### config.mk
export PLATFORM = sky130hd
export DESIGN_NAME = vga_pattern_gen
export DESIGN_NICKNAME = d
export VERILOG_FILES = /design/src/rtl/vga_pkg.sv /design/src/rtl/vga_timing.sv /design/src/rtl/vga_pattern_gen.sv
export SDC_FILE = /design/constraint.sdc
export NUM_CORES = 1
export LEC_CHECK = 0
export ABC_AREA = 1
export BUFFER_PORTS_ARGS = -buffer_cell sky130_fd_sc_hd__buf_4
export CAP_MARGIN = 20
export CORE_MARGIN = 2
export CORE_UTILIZATION = 35
export CTS_CLUSTER_DIAMETER = 120
export DETAILED_ROUTE_END_ITERATION = 10
export PLACE_DENSITY = 0.58
export SYNTH_ARGS = -nofsm -noshare
export SYNTH_HDL_FRONTEND = slang
export SYNTH_HIERARCHICAL = 1
export SYNTH_SLANG_ARGS = --single-unit
### constraint.sdc
create_clock -name clk -period 7.1 [get_ports clk]
set_input_delay 1.065 -clock clk [delete_from_list [all_inputs] [get_ports clk]]
set_output_delay 1.065 -clock clk [all_outputs]
set_load 0.05 [all_outputs]
### src/rtl/vga_pkg.sv
// Shared types and constants for the VGA pattern generator: pattern mode enum,
// 8-entry band colour table, default 800x600@60 timing and band threshold helper.
package vga_pkg;

  typedef enum logic [1:0] {
    H_BARS  = 2'd0,
    V_BARS  = 2'd1,
    CHECKER = 2'd2,
    SOLID   = 2'd3
  } vga_mode_e;

  // {r,g,b} on/off per band: black, red, yellow, green, cyan, blue, magenta, white
  localparam logic [2:0] COLOR_TABLE [8] = '{
    3'b000, 3'b100, 3'b110, 3'b010, 3'b011, 3'b001, 3'b101, 3'b111
  };

  localparam int DEF_H_ACTIVE = 800;
  localparam int DEF_H_FP     = 40;
  localparam int DEF_H_SYNC   = 128;
  localparam int DEF_H_BP     = 88;
  localparam int DEF_V_ACTIVE = 600;
  localparam int DEF_V_FP     = 1;
  localparam int DEF_V_SYNC   = 4;
  localparam int DEF_V_BP     = 23;

  // Smallest coordinate c with c*8/active >= k, so band = number of thresholds passed.
  function automatic int band_threshold(input int k, input int active);
    return (k * active + 7) / 8;
  endfunction

endpackage

### src/rtl/vga_timing.sv
// Raster counters plus registered sync, display-enable, pixel coordinates and
// frame_start. Registered outputs describe the counter values of the previous cycle.
module vga_timing
  import vga_pkg::*;
#(
  parameter int H_ACTIVE = DEF_H_ACTIVE,
  parameter int H_FP     = DEF_H_FP,
  parameter int H_SYNC   = DEF_H_SYNC,
  parameter int H_BP     = DEF_H_BP,
  parameter int V_ACTIVE = DEF_V_ACTIVE,
  parameter int V_FP     = DEF_V_FP,
  parameter int V_SYNC   = DEF_V_SYNC,
  parameter int V_BP     = DEF_V_BP,
  parameter int SYNC_POL = 1
) (
  input  logic        clk,
  input  logic        rst_n,
  output logic [11:0] h_cnt,
  output logic [10:0] v_cnt,
  output logic        running,
  output logic        active,
  output logic        at_origin,
  output logic        h_sync,
  output logic        v_sync,
  output logic        de,
  output logic        frame_start,
  output logic [11:0] px_x,
  output logic [10:0] px_y
);

  localparam int H_TOTAL = H_ACTIVE + H_FP + H_SYNC + H_BP;
  localparam int V_TOTAL = V_ACTIVE + V_FP + V_SYNC + V_BP;

  localparam logic [11:0] H_ACT    = 12'(H_ACTIVE);
  localparam logic [11:0] H_LAST   = 12'(H_TOTAL - 1);
  localparam logic [11:0] HS_START = 12'(H_ACTIVE + H_FP);
  localparam logic [11:0] HS_END   = 12'(H_ACTIVE + H_FP + H_SYNC);
  localparam logic [10:0] V_ACT    = 11'(V_ACTIVE);
  localparam logic [10:0] V_LAST   = 11'(V_TOTAL - 1);
  localparam logic [10:0] VS_START = 11'(V_ACTIVE + V_FP);
  localparam logic [10:0] VS_END   = 11'(V_ACTIVE + V_FP + V_SYNC);
  localparam logic        SYNC_ON  = (SYNC_POL != 0);

  logic h_wrap;
  logic hs_now;
  logic vs_now;

  always_comb begin
    h_wrap    = (h_cnt == H_LAST);
    active    = (h_cnt < H_ACT) && (v_cnt < V_ACT);
    hs_now    = (h_cnt >= HS_START) && (h_cnt < HS_END);
    vs_now    = (v_cnt >= VS_START) && (v_cnt < VS_END);
    at_origin = (h_cnt == 12'd0) && (v_cnt == 11'd0);
  end

  // The first edge after reset release only arms the counters, so (0,0) is
  // presented on the second edge and frame_start lands one clock after release.
  always_ff @(posedge clk or negedge rst_n) begin
    if (!rst_n) begin
      running <= 1'b0;
      h_cnt   <= '0;
      v_cnt   <= '0;
    end else if (!running) begin
      running <= 1'b1;
    end else begin
      if (h_wrap) begin
        h_cnt <= '0;
        v_cnt <= (v_cnt == V_LAST) ? 11'd0 : v_cnt + 11'd1;
      end else begin
        h_cnt <= h_cnt + 12'd1;
      end
    end
  end

  always_ff @(posedge clk or negedge rst_n) begin
    if (!rst_n) begin
      h_sync      <= ~SYNC_ON;
      v_sync      <= ~SYNC_ON;
      de          <= 1'b0;
      frame_start <= 1'b0;
      px_x        <= '0;
      px_y        <= '0;
    end else if (running) begin
      h_sync      <= hs_now ? SYNC_ON : ~SYNC_ON;
      v_sync      <= vs_now ? SYNC_ON : ~SYNC_ON;
      de          <= active;
      frame_start <= at_origin;
      px_x        <= active ? h_cnt : 12'd0;
      px_y        <= active ? v_cnt : 11'd0;
    end
  end

endmodule

### src/rtl/vga_pattern_gen.sv
// VGA test-pattern generator: timing from vga_timing plus registered colour for
// bars, checkerboard and solid modes. Define VGA_BORDER_EN for a white frame border.
module vga_pattern_gen
  import vga_pkg::*;
#(
  parameter int H_ACTIVE   = DEF_H_ACTIVE,
  parameter int H_FP       = DEF_H_FP,
  parameter int H_SYNC     = DEF_H_SYNC,
  parameter int H_BP       = DEF_H_BP,
  parameter int V_ACTIVE   = DEF_V_ACTIVE,
  parameter int V_FP       = DEF_V_FP,
  parameter int V_SYNC     = DEF_V_SYNC,
  parameter int V_BP       = DEF_V_BP,
  parameter int SYNC_POL   = 1,
  parameter int COLOR_W    = 1,
  parameter int CHECK_LOG2 = 5
) (
  input  logic                   clk,
  input  logic                   rst_n,
  input  logic [1:0]             mode,
  input  logic [3*COLOR_W-1:0]   solid_rgb,
  output logic                   h_sync,
  output logic                   v_sync,
  output logic                   de,
  output logic [COLOR_W-1:0]     vga_r,
  output logic [COLOR_W-1:0]     vga_g,
  output logic [COLOR_W-1:0]     vga_b,
  output logic [11:0]            px_x,
  output logic [10:0]            px_y,
  output logic                   frame_start
);

  logic [11:0] h_cnt;
  logic [10:0] v_cnt;
  logic        running;
  logic        active;
  logic        at_origin;

  vga_timing #(
    .H_ACTIVE (H_ACTIVE),
    .H_FP     (H_FP),
    .H_SYNC   (H_SYNC),
    .H_BP     (H_BP),
    .V_ACTIVE (V_ACTIVE),
    .V_FP     (V_FP),
    .V_SYNC   (V_SYNC),
    .V_BP     (V_BP),
    .SYNC_POL (SYNC_POL)
  ) u_timing (
    .clk         (clk),
    .rst_n       (rst_n),
    .h_cnt       (h_cnt),
    .v_cnt       (v_cnt),
    .running     (running),
    .active      (active),
    .at_origin   (at_origin),
    .h_sync      (h_sync),
    .v_sync      (v_sync),
    .de          (de),
    .frame_start (frame_start),
    .px_x        (px_x),
    .px_y        (px_y)
  );

  function automatic logic [3*COLOR_W-1:0] expand(input logic [2:0] c);
    return {{COLOR_W{c[2]}}, {COLOR_W{c[1]}}, {COLOR_W{c[0]}}};
  endfunction

  vga_mode_e             mode_q;
  vga_mode_e             mode_eff;
  logic [3*COLOR_W-1:0]  solid_q;
  logic [3*COLOR_W-1:0]  solid_eff;
  logic [2:0]            h_band;
  logic [2:0]            v_band;
  logic [3*COLOR_W-1:0]  pix;
  logic [3*COLOR_W-1:0]  rgb_q;

  always_ff @(posedge clk or negedge rst_n) begin
    if (!rst_n) begin
      mode_q  <= H_BARS;
      solid_q <= '0;
    end else if (at_origin) begin
      mode_q  <= vga_mode_e'(mode);
      solid_q <= solid_rgb;
    end
  end

  // Pixel (0,0) is the latch point, so it already uses the freshly sampled inputs.
  always_comb begin
    mode_eff  = at_origin ? vga_mode_e'(mode) : mode_q;
    solid_eff = at_origin ? solid_rgb : solid_q;
  end

  always_comb begin
    h_band = 3'd0;
    v_band = 3'd0;
    for (int k = 1; k < 8; k++) begin
      if (h_cnt >= 12'(band_threshold(k, H_ACTIVE))) h_band = h_band + 3'd1;
      if (v_cnt >= 11'(band_threshold(k, V_ACTIVE))) v_band = v_band + 3'd1;
    end
  end

  always_comb begin
    pix = '0;
    case (mode_eff)
      H_BARS:  pix = expand(COLOR_TABLE[v_band]);
      V_BARS:  pix = expand(COLOR_TABLE[h_band]);
      CHECKER: pix = (h_cnt[CHECK_LOG2] ^ v_cnt[CHECK_LOG2]) ? expand(3'b111) : '0;
      SOLID:   pix = solid_eff;
      default: pix = '0;
    endcase
`ifdef VGA_BORDER_EN
    if ((h_cnt == 12'd0) || (h_cnt == 12'(H_ACTIVE - 1)) ||
        (v_cnt == 11'd0) || (v_cnt == 11'(V_ACTIVE - 1))) begin
      pix = '1;
    end
`endif
  end

  always_ff @(posedge clk or negedge rst_n) begin
    if (!rst_n) begin
      rgb_q <= '0;
    end else if (running) begin
      rgb_q <= active ? pix : '0;
    end
  end

  assign vga_r = rgb_q[3*COLOR_W-1:2*COLOR_W];
  assign vga_g = rgb_q[2*COLOR_W-1:COLOR_W];
  assign vga_b = rgb_q[COLOR_W-1:0];

endmodule

==> results.md <==
Run status:
- The run finished with clean final reports.

Critical path:
- The critical register-to-register path endpoint is rgb_q[1].
- Along the worst path, the maximum fanout reaches 15.
- The data arrival time of the critical path is 5.26 ns.
- The critical path launch point type is a flip-flop.
- The most numerous cell type found on the critical path is sky130_fd_sc_hd__nand2_1.
- The kind of capture point of the worst setup path is a flip-flop.
- The startpoint identified for the worst register-to-register timing path is u_timing/v_cnt[6].
- The setup slack of the most critical reg-to-reg path is 2.06 ns.
- The slowest stage of the critical path is the sky130_fd_sc_hd__dfrtp_1 cell.
- Counting cells, the worst reg-to-reg path comes to 33.
- On the worst path, the slowest cell contributes a delay of 0.55 ns.
- By startpoint and endpoint, the worst setup path is classified as reg2reg.
- For the worst setup path, the data required time is 7.32 ns.

Routing:
- The post-route antenna net violation count is 0.
- The ratio of routed vias to standard cells is 4.88.
- The total iterations of the first detailed-routing run is 4.
- The sum of routed wire length over all layers is 11,500 µm.
- Dividing the detail-routed wire length by the instance count gives 12.8 µm.
- After the first detailed-routing iteration, the DRC count stood at 194.
- The remaining routing DRC violations is 0.
- The via count of the routed design is 4,409.

Synth:
- The post-synthesis area per instance is 6.79 µm².
- In this run, synthesis inferred 0 flip-flops with an integrated enable.
- Counting flops with an async set or reset pin after synthesis yields a share of 100%.
- The cell count after synthesis came out at 693.
- The total number of yosys warnings is 6.
- Counting distinct cell types in the post-synthesis netlist gives 42.
- The most used flip-flop cell after synthesis is sky130_fd_sc_hd__dfrtp_1.
- The sequential area share after synthesis is 31.4%.
- The cell area after synthesis is 4710 µm².
- After synthesis the netlist holds a flip-flop and latch count of 59.
- The number of nets in the synthesized netlist is 719.

Layout:
- The most frequent standard cell in the layout excluding fill and tap cells is sky130_fd_sc_hd__nand2_1.
- 0 antenna diodes ended up in the layout.
- For this run, the share of the core covered by cells in the final layout is 41.0%.
- Cells with a size suffix above 1 make up 17.6% of the layout.
- For this run, the post-layout net count is 751.
- The final design instance area without fill is 5410 µm².
- The finished layout holds 904 standard cells, fillers aside.
- In the layout the commonest cells are sky130_fd_sc_hd__nand2_1, sky130_fd_sc_hd__inv_1, sky130_fd_sc_hd__nor2_1.
- The post-synthesis to final-layout area growth is 15.0%.

Floorplanning:
- The area of the core is 13,200 µm².
- The overall die height is 120 µm.
- The floorplan step defined a die boundary enclosing 14,400 µm².
- For this configuration, the core starts out at a cell density of 35.7%.
- Measured along the x axis, the die boundary spans 120 µm.
- The cell row count is 42.
- The number of placed I/O pins is 37.

Timing:
- The tightest hold margin is 0.481 ns.
- The pin slew with the least headroom to its limit is 1.09 ns.
- The total setup violations reported at the end of the flow is 0.
- The final-report hold violation count is 0.
- The final cycle utilization of the critical path is 71.0%.
- The final sum of negative setup slack is 0 ns.
- The worst-case headroom to the max-slew limit is 27.2%.
- The maximum clock rate is 198 MHz.
- The max-slew violation count is 0.
- The final worst clock skew is 0.00708 ns.
- Setup repair after global routing left no endpoint under its margin.
- The post-route minimum period is 5.04 ns.
- The worst path setup slack after routing is 2.06 ns.

Pwr:
- The power per cell area is 228 nW/µm².
- The final total power is 1.24 mW.
- IR analysis of the VDD net gives a maximum drop of 0.0971 mV.
- The leakage dissipation is 2.93 nW.

Min path:
- The beginning of the worst hold path is rgb_q[0].
- In this run the worst hold path is classified as reg2reg.
- The endpoint with the worst hold slack is rgb_q[0].
- The count of cells along the worst hold path is 2.

Clocking:
- The tree built by TritonCTS fans out to 59 sinks.
- Buffers added to address setup during post-CTS repair amount to 0.
- The TritonCTS clock tree is yes.
- The number of gates resized after CTS was 0.
- The longest clock path from root to sink contains 2 buffers.
- Clock-pin slew was measured on the worst setup and hold paths at 0.05 ns.
- The total of hold buffers inserted after clock tree synthesis is 0.
- The clock latency on the worst-skew pair is 0.33 ns.
- The total CTS buffers is 9.
- In this run the number of H-tree levels came out at 3.
- The master cell of the clock root buffer is sky130_fd_sc_hd__clkbuf_16.

Placement:
- Summing all placed instances gives a cell area of 5100 µm².
- The placer's final routability congestion estimate is 0.925.
- The estimated wirelength of the detail-placed design is 8530 µm.
- The number of port buffers is 36.
- The post-placement worst setup slack is 2.17 ns.
- Once placement completed, the tool counted placed cells totaling 890.

Global route:
- Global routing finished with a remaining overflow of 0.
- The number of antenna violations at the first check in global routing was 0.
- The total routing resource utilization after global routing is 17.3%.
- Entering global routing, the biggest net connects 60 pins.
- The number of global-route vias before repair is 4,365.
- The first-pass GRT wire length is 20,300 µm.

Job:
- The total of max-cap violations is 0.
[critical path, delay by kind of cell, from the launching register on]
| kind | cells | cell delay [ns] |
|---|---|---|
| simple gates | 22 | 2.42 |
| fa+ha+maj | 5 | 1.34 |
| flops | 1 | 0.55 |
| compound gates | 1 | 0.38 |
| buf+inv | 5 | 0.24 |
[area by class of cell]
class                      instances  area (µm²)
timing repair buffer              37         278
inverter                         102         383
tap                              176         220
sequential                        59        1480
clock inverter                     4        76.3
fill                            1374        7780
clock buffer                      10         239
multi-input combinational        516        2740
[cells by family (layout without fill, tap and decap cells)]
logic type | after synthesis | count (layout) | share of synthesized area (%)
and+or+nand+nor | 437 | 437 | 44.1
buffers and inverters | 118 | 153 | 10.4
DFF | 59 | 59 | 31.4
AOI/OAI and AO/OA | 45 | 45 | 6.19
adders and majority gates | 19 | 19 | 5.05
xor gates and xnor gates | 11 | 11 | 2.05
muxes | 3 | 3 | 0.717
other | 1 | 1 | 0.0796
[flip-flops by register name, indices dropped and copies added (netlist names), 2 cells and up]
signal and count:
u_timing/h_cnt 12, solid_q 3, mode_q 2, rgb_q 3
u_timing/px_x 12, u_timing/v_cnt 11, u_timing/px_y 11
[layer usage]
| metal | track usage, % | share of wire, % | vias to the layer above |
|---|---|---|---|
| met1 | 21.7 | 46 | 2035 |
| met2 | 29.5 | 48 | 97 |
| met4 | 6.84 | 1.8 | 0 |
| li1 | - | - | 2259 |
| met5 | 0 | 0 | - |
| met3 | 3.04 | 3.9 | 18 |
[power breakdown]
group / switching (mW) / leakage [nW] / internal, mW / total [mW]
clock: 0.157 / 0.151 / 0.313 / 0.470
combinational: 0.222 / 1.99 / 0.102 / 0.325
sequential: 0.0559 / 0.783 / 0.386 / 0.442
total: 0.435 / 2.93 / 0.801 / 1.24
[worst max path at each step]
stage	cells after the start	end	slack, ns	start
floorplan	33	rgb_q[1]	2.68	u_timing/v_cnt[9]
global placement	33	rgb_q[1]	2.41	u_timing/v_cnt[6]
detailed placement	33	rgb_q[1]	2.17	u_timing/v_cnt[6]
CTS	33	rgb_q[1]	2.14	u_timing/v_cnt[6]
global route	33	rgb_q[1]	1.60	u_timing/v_cnt[6]
finish	33	rgb_q[1]	2.06	u_timing/v_cnt[6]
[cells in the mapped netlist, types with 5 or more instances]
cell type	instances	area, µm²
sky130_fd_sc_hd__nand2_1	217	815
sky130_fd_sc_hd__inv_1	87	327
sky130_fd_sc_hd__nor2_1	66	248
sky130_fd_sc_hd__nand3_1	60	300
sky130_fd_sc_hd__dfrtp_1	59	1480
sky130_fd_sc_hd__nand4_1	29	181
sky130_fd_sc_hd__nand2_2	20	125
sky130_fd_sc_hd__o21ai_0	20	100
sky130_fd_sc_hd__ha_1	19	238
sky130_fd_sc_hd__inv_2	12	45.0
sky130_fd_sc_hd__xor2_1	11	96.3
sky130_fd_sc_hd__nand3_2	9	90.1
sky130_fd_sc_hd__nor3_1	9	45.0
sky130_fd_sc_hd__nand2_4	8	90.1
sky130_fd_sc_hd__nor2_2	7	43.8
sky130_fd_sc_hd__o21ai_2	7	61.3
sky130_fd_sc_hd__buf_2	5	25.0
Power figures use the tool's default switching activity.
